### src/rtl/i2c_master_1.sv
// Single-byte I2C master: START, addr+R/W, ACK, one data byte, ACK/NACK, STOP.
// Define I2C_CLK_STRETCH_EN to let a slave stretch SCL by holding scl_in low in q1/q2.
module i2c_master_1 #(
  parameter int DIVIDE_BY = 4
) (
  input  logic       clk,
  input  logic       reset,
  input  logic       start,
  input  logic       rw,
  input  logic [6:0] addr,
  input  logic [7:0] data_wr,
  output logic [7:0] data_rd,
  output logic       busy,
  output logic       done,
  output logic       ack_err,
  output logic       scl,
  output logic       sda_oe,
  input  logic       sda_in,
  input  logic       scl_in
);
  localparam int QW = $clog2(DIVIDE_BY);
  localparam logic [QW-1:0] QMAX = QW'(DIVIDE_BY - 1);

  typedef enum logic [3:0] {
    S_IDLE, S_START, S_ADDR, S_ADDR_ACK, S_WR_DATA, S_WR_ACK, S_RD_DATA, S_RD_ACK, S_STOP
  } state_t;

  state_t          state, state_nxt;
  logic [QW-1:0]   qcnt;
  logic [1:0]      q;
  logic [2:0]      bitn;
  logic [6:0]      addr_q;
  logic            rw_q;
  logic [7:0]      dwr_q, shreg, tx_byte;
  logic            accept, stall, tick, slot_end, samp;

  assign tx_byte  = {addr_q, rw_q};
  assign busy     = (state != S_IDLE);
  // A request landing on the done cycle is dropped, not queued.
  assign accept   = (state == S_IDLE) && start && !done;
  assign tick     = (qcnt == QMAX) && !stall;
  assign slot_end = tick && (q == 2'd3);
  assign samp     = tick && (q == 2'd2);

`ifdef I2C_CLK_STRETCH_EN
  assign stall = scl && ((q == 2'd1) || (q == 2'd2)) && !scl_in;
`else
  logic unused_scl_in;
  assign unused_scl_in = scl_in;
  assign stall = 1'b0;
`endif

  // Line levels depend only on state and quarter.
  always_comb begin
    scl    = 1'b1;
    sda_oe = 1'b0;
    case (state)
      S_IDLE:    ;
      S_START:   begin scl = (q != 2'd3); sda_oe = q[1]; end
      S_ADDR:    begin scl = (q != 2'd0); sda_oe = ~tx_byte[3'd7 - bitn]; end
      S_WR_DATA: begin scl = (q != 2'd0); sda_oe = ~dwr_q[3'd7 - bitn]; end
      S_STOP:    begin scl = (q != 2'd0); sda_oe = ~q[1]; end
      default:   scl = (q != 2'd0);
    endcase
  end

  always_comb begin
    state_nxt = state;
    case (state)
      S_IDLE:     if (accept) state_nxt = S_START;
      S_START:    if (slot_end) state_nxt = S_ADDR;
      S_ADDR:     if (slot_end && bitn == 3'd7) state_nxt = S_ADDR_ACK;
      S_ADDR_ACK: if (slot_end) state_nxt = ack_err ? S_STOP : (rw_q ? S_RD_DATA : S_WR_DATA);
      S_WR_DATA:  if (slot_end && bitn == 3'd7) state_nxt = S_WR_ACK;
      S_RD_DATA:  if (slot_end && bitn == 3'd7) state_nxt = S_RD_ACK;
      S_WR_ACK,
      S_RD_ACK:   if (slot_end) state_nxt = S_STOP;
      S_STOP:     if (slot_end) state_nxt = S_IDLE;
      default:    state_nxt = S_IDLE;
    endcase
  end

  always_ff @(posedge clk or negedge reset) begin
    if (!reset) state <= S_IDLE;
    else        state <= state_nxt;
  end

  always_ff @(posedge clk or negedge reset) begin
    if (!reset) begin
      qcnt    <= '0;
      q       <= 2'd0;
      bitn    <= 3'd0;
      addr_q  <= 7'd0;
      rw_q    <= 1'b0;
      dwr_q   <= 8'd0;
      shreg   <= 8'd0;
      data_rd <= 8'd0;
      ack_err <= 1'b0;
      done    <= 1'b0;
    end else begin
      done <= (state == S_STOP) && slot_end;
      if (accept) begin
        qcnt    <= '0;
        q       <= 2'd0;
        bitn    <= 3'd0;
        addr_q  <= addr;
        rw_q    <= rw;
        dwr_q   <= data_wr;
        ack_err <= 1'b0;
      end else begin
        if (!stall) qcnt <= (qcnt == QMAX) ? '0 : qcnt + QW'(1);
        if (tick) q <= q + 2'd1;
        if (slot_end)
          bitn <= (state inside {S_ADDR, S_WR_DATA, S_RD_DATA}) ? bitn + 3'd1 : 3'd0;
        if (samp && (state inside {S_ADDR_ACK, S_WR_ACK}) && sda_in) ack_err <= 1'b1;
        if (samp && state == S_RD_DATA) shreg <= {shreg[6:0], sda_in};
        if (slot_end && state == S_RD_ACK) data_rd <= shreg;
      end
    end
  end
endmodule

### config.mk
export PLATFORM = sky130hd
export DESIGN_NAME = i2c_master_1
export DESIGN_NICKNAME = d
export VERILOG_FILES = /design/src/rtl/i2c_master_1.sv
export SDC_FILE = /design/constraint.sdc
export NUM_CORES = 1
export LEC_CHECK = 0
export ABC_AREA = 1
export ABC_CLOCK_PERIOD_IN_PS = 1450
export CAP_MARGIN = 40
export CORE_MARGIN = 5
export CORE_UTILIZATION = 50
export CTS_BUF_LIST = sky130_fd_sc_hd__clkbuf_8
export DETAILED_ROUTE_END_ITERATION = 8
export DONT_BUFFER_PORTS = 1
export PLACE_DENSITY = 0.71
export SLEW_MARGIN = 20
export SYNTH_ARGS = -nofsm -noshare
export SYNTH_HDL_FRONTEND = slang
export SYNTH_SLANG_ARGS = --single-unit
### constraint.sdc
create_clock -name clk -period 1.45 [get_ports clk]
set_clock_uncertainty 0.05 [all_clocks]
set_input_delay 0.145 -clock clk [delete_from_list [all_inputs] [get_ports clk]]
set_output_delay 0.145 -clock clk [all_outputs]
set_load 0.05 [all_outputs]
### Yosys cells after proc, flatten, opt, wreduce, memory -nomap -nowiden

Cells that the tools add are included.

* flip-flop bits (word level): 45
* input port bits: 21
* output and inout bits: 13
* logic and storage cells: 90

* $add $sub $neg: 4
* order comparisons: 1
* eq/ne operators: 21
* mux-type cells: 26
* bitwise logic cells: 4
* reduce and logical (&&, ||, !) cells: 23

Operators by type and width (number)
* $mux 4: 9
* $pmux 4 s8: 1
* $ne 2x2->1 const B: 9
* $eq 4x3->1 const B: 4
* $logic_and 1x1->1: 10
* $mux 2: 5
* $reduce_bool 2->1: 5
* $mux 3: 3
* $eq 4x2->1 const B: 2
* $reduce_and 8->1: 1
* $bmux 1 s3: 2
* $eq 2x2->1 const B: 3
* $add 2x1->2 const B: 2
* $eq 4x1->1 const B: 1
* $eq 4x4->1 const B: 1
* $logic_not 4->1: 1
* $lt 3x4->1 const B: 1
* $mux 1: 4
* $not 1->1: 4
* $pmux 1 s4: 1
* $reduce_and 2->1: 2
* $reduce_bool 4->1: 1
* $add 3x1->3 const B: 1
* $eq 3x3->1 const B: 1
* 5 further kinds: 5

### Longest topological paths before layout

* word-level depth: 6
* mapped depth: 9
* mapped depth without buffers: 8

### Least setup slack after synthesis

Ideal clock, no wire load.

* path type: reg-to-output
* from: reg state[3]
* to: out scl
* arrival: 1.603 ns
* data required time: 1.255 ns
* path slack: -0.348 ns
* cell stages (with the launch flop): 4
* path buffers: 0
* path through: dfrtp_1 nor2_4 nand3_1 o211ai_1

* longest elaborated chain between the ends: 2
* elaborated cells between the ends (all ways): 3
* classes of those cells: 1 x eq/ne; 1 x mux; 1 x reduce/logical

Ends and longest elaborated chain
* start, declared: RTL line 28 `state_t state, state_nxt;`
* start signal, assigned: RTL line 85 `else state <= state_nxt;`
* $eq 4x1->1 or $logic_not 4->1 (tied branches): RTL line 57 `case (state)`
* $pmux 1 s2 (*): RTL line 57
* end, declared: RTL line 16 `output logic scl,`

Mark *: on every way between the ends. The rest lies on a longest branch, timed or not.

### Final worst setup path

* from: reg state[0]
* to: out sda_oe

* longest elaborated chain between the ends: 2
* elaborated cells between the ends (all ways): 5
* classes of those cells: 4 x eq/ne; 1 x mux

Ends and longest elaborated chain
* $eq 4x4->1, or another cell as far along: RTL line 57
* $pmux 1 s4 (*): RTL line 57
* end, declared: RTL line 17 `output logic sda_oe,`

Marked as above.

==> Implementation_results.wiki <==
{| class="wikitable"
! Metric !! Value
|-
| Mean Syn Cell Area || ~8.8 um^2
|-
| Largest stage delay on the critical path || 0.48 ns
|-
| Clock-pin slew reported for the worst setup and hold paths after clock tree synthesis || approximately 0.090 ns
|-
| Startpoint type of the worst setup path || flip-flop
|-
| Most used DFF post-synth || dfrtp_1
|-
| Crit path capture type || output port
|-
| Commonest non-fill, non-tap cells in the layout || 66 x nand2_1, 40 x dfrtp_1, 27 x inv_1
|-
| Antenna violations before repair || 0
|-
| Overall Global Routing Usage || between 15 and 20%
|-
| Placeable core area || roughly 4600 um^2
|-
| Worst Path Arrival || ~1.5 ns
|-
| Highest attainable clock frequency || slightly below 0.6 GHz
|-
| Register area share after synthesis || between 40% and 50%
|-
| Unrepaired setup endpoints after global routing || true
|-
| Part of the total power dissipated in the clock network || a little under a fifth
|-
| Area of all placed cells without fillers || 2930 um^2
|-
| Leakage || 1.39 nW
|-
| Synth Net Count || 293
|-
| Number of global-route vias before repair || 1811
|-
| Pwr Density || around 1800 nW/um^2
|-
| Core occupancy in the finished layout || a little over three fifths
|-
| Sum of negative setup slack || -0.559 ns
|-
| DRC violations left || 0
|-
| Worst slack at placement || -0.000931 ns
|-
| Bufs on Longest Clock Path || 2
|-
| Fraction of synthesis flops using an asynchronous set or reset pin || 100%
|-
| TritonCTS clock tree || done
|-
| Layout net count || between 300 and 400
|-
| Shortest period the worst path allows || 1.74 ns
|-
| Initial core utilization || roughly 51%
|-
| Overall overflow remaining after global route || 0
|-
| Die area || around 6200 um^2
|-
| Number of violations reported at the end of detailed-routing iteration 0 || 98
|-
| Largest fanout of any net on the critical path || 5
|-
| Vias per Instance || 5.01
|-
| CTS H-tree depth || 2
|-
| Die X || a little under 80 um
|-
| WL final || about 4700 um
|-
| Fraction of layout cells with a size suffix above 1 || between 30 and 40%
|-
| Measured slew at the worst slew-check pin || 0.484 ns
|-
| Number of standard cells after synthesis || between 200 and 300
|-
| Yosys synthesis warning count || 0
|-
| Start-to-end type of the worst setup path || flip-flop to output port
|-
| Mapped cell area || between 2000 and 2500 um^2
|-
| Type of the worst min-delay path || input port to flip-flop
|-
| Part of the cycle the worst path needs || 120%
|-
| Average detailed-routed wire length per instance || 13.1 um
|-
| Clock network latency to the later pin of the worst-skew pair || between 0.2 and 0.3 ns
|-
| Combinational cell fraction of total power || about 47%
|-
| Buffer type at the clock tree root || clkbuf_8
|-
| Overall power after layout || between 0.005 and 0.006 W
|-
| Highest-delay cell along the critical path || dfrtp_2
|-
| Rows || 25
|-
| Buffers added on ports || 0
|-
| Number of distinct standard cells referenced by the synthesized netlist || 31
|-
| Largest vdd supply drop || ~800 uV
|-
| I/O pin count || 34
|-
| Flop and latch count out of synthesis || between 40 and 50
|-
| Max Slew Vio Count || 0
|-
| Switching power of the nets || roughly 0.0022 W
|-
| Area growth, synth to finish || 25.0%
|-
| Worst Slack Setup Final || -0.285 ns
|-
| Num CTS Buffers || 5
|-
| Max-Slew Margin vs Limit || 67.7%
|-
| Most common cell after layout, fill and taps aside || nand2_1
|-
| Reported max-cap violation count || 0
|-
| Worst endpoint required time || 1.25 ns
|-
| Routability-driven placement congestion ratio || 0.873
|-
| Final-report hold violation count || 0
|-
| Dpl cell area || roughly 2500 um^2
|-
| Chip height || 78.5 um
|-
| Clock sink total || 45
|-
| Failing checks || negative setup slack
|-
| Internal power contribution || around 0.0031 W
|-
| Antenna violation net count after detailed routing || 0
|-
| Initial DRT Pass Iterations || 4
|-
| Number of setup violations in the final report || 3
|-
| Share of total power in sequential cells || between 30% and 40%
|-
| Diodes inserted || 0
|-
| Hpwl dp || around 3000 um
|-
| CP Buf/Inv Count || 1
|-
| Count of flip-flops with a built-in enable after synthesis || 0
|-
| Cell-by-cell trace of the critical path || nor2_4, nand3_1, mux2i_1, inv_1, nand3_4
|-
| Routed vias || between 1500 and 2000
|-
| Worst path top cell family by delay || simple AND/OR/NAND/NOR gates
|-
| Pin count of the biggest net entering global routing || 46
|-
| Wire length of the first global-routing pass || 8000 um
|-
| Switching share of total power || ~40%
|-
| Run status || finished with violations
|}
==> path summary, 6_finish.rpt <==
path                       startpoint         end  slack, ns  cells after the start
max                          state[0]      sda_oe      -0.29                      5
min                             start     bitn[1]       0.27                      5
max reg2reg                  state[3]  data_rd[7]      -0.02                      5
min reg2reg                   qcnt[0]     qcnt[0]       0.40                      1
max in group asynchronous       reset    state[0]       0.79                      2
min in group asynchronous       reset    dwr_q[4]       0.32                      2
==> metal layers <==
metal	wire length, um	global-route usage [%]	vias up	part of all wire (%)
met3	147	3.67	5	3.1
li1	-	-	919	-
met1	2230	21.3	858	47
met4	27	3.85	0	0.57
met2	2300	26.4	23	49
met5	0	0	-	0
==> Yosys cell counts (all sizes together), types with 2 or more instances <==
cell type   n  area share, %
nand3b      2           0.64
buf         7            3.5
a21oi       3           0.80
nor2       16            3.9
nand4       2           0.53
nand3      23            5.3
inv        34            5.9
o21ai      30            8.0
dfrtp      45             48
nand2      92             18
ha          6            3.2
==> stage by stage <==
stage / hold WS [ns] / instances
after floorplan: -0.201 / 266
after global placement: -0.199 / 327
after detailed placement: -0.200 / 327
after CTS: 0.240 / 356
after global routing: 0.318 / 360
final: 0.269 / 360
==> worst reg2reg max path, stage by stage, from the launching register on <==
cell,delay [ns]
dfrtp_2,0.45
buf_6,0.13
buf_6,0.11
nor2_4,0.19
nand3_2,0.13
mux2_4,0.31
==> layout make-up <==
type	count	area (um^2)
well taps	54	67.6
fillers	376	1700
inverters	35	148
multi-input cells	179	1080
flip-flops and latches	45	1130
repair buffers	39	380
clock buffers	6	82.6
clock inverters	2	37.5
==> sequential cells by signal, summed over array words and instances (netlist names) <==
signal,count
ack_err,1
addr_q,7
bitn,3
data_rd,8
done,1
dwr_q,8
q,2
qcnt,2
rw_q,1
shreg,8
state,4
==> power by group through the flow <==
| stage | Combinational [W] | Sequential [W] | Clock (W) |
|---|---|---|---|
| floorplan | 0.00186 | 0.00176 | 0 |
| global placement | 0.00207 | 0.00183 | 0 |
| detailed placement | 0.00211 | 0.00183 | 0 |
| CTS | 0.00226 | 0.00180 | 0.00101 |
| global route | 0.00275 | 0.00186 | 0.00106 |
| finish | 0.00250 | 0.00182 | 0.000974 |
==> what timing repair did <==
action                                  CTS  global route
endpoints found under the hold margin    63             0
hold buffers                             19             0
resized for setup                         7            24
pin swaps                                 5            11
setup buffers                             2             4
endpoints found under the setup margin    5            28
==> kinds of logic after synthesis <==
group / after synthesis / share of synthesized area, %
adder cells (fa/ha/maj): 6 / 3.20
buffers and inverters: 42 / 9.55
AND/OR/NAND/NOR: 136 / 28.9
XOR/XNOR: 1 / 0.373
multiplexers: 2 / 0.907
AO/OA/AOI/OAI: 34 / 9.12
flip-flops: 45 / 48.0
Power figures use the tool's default switching activity.
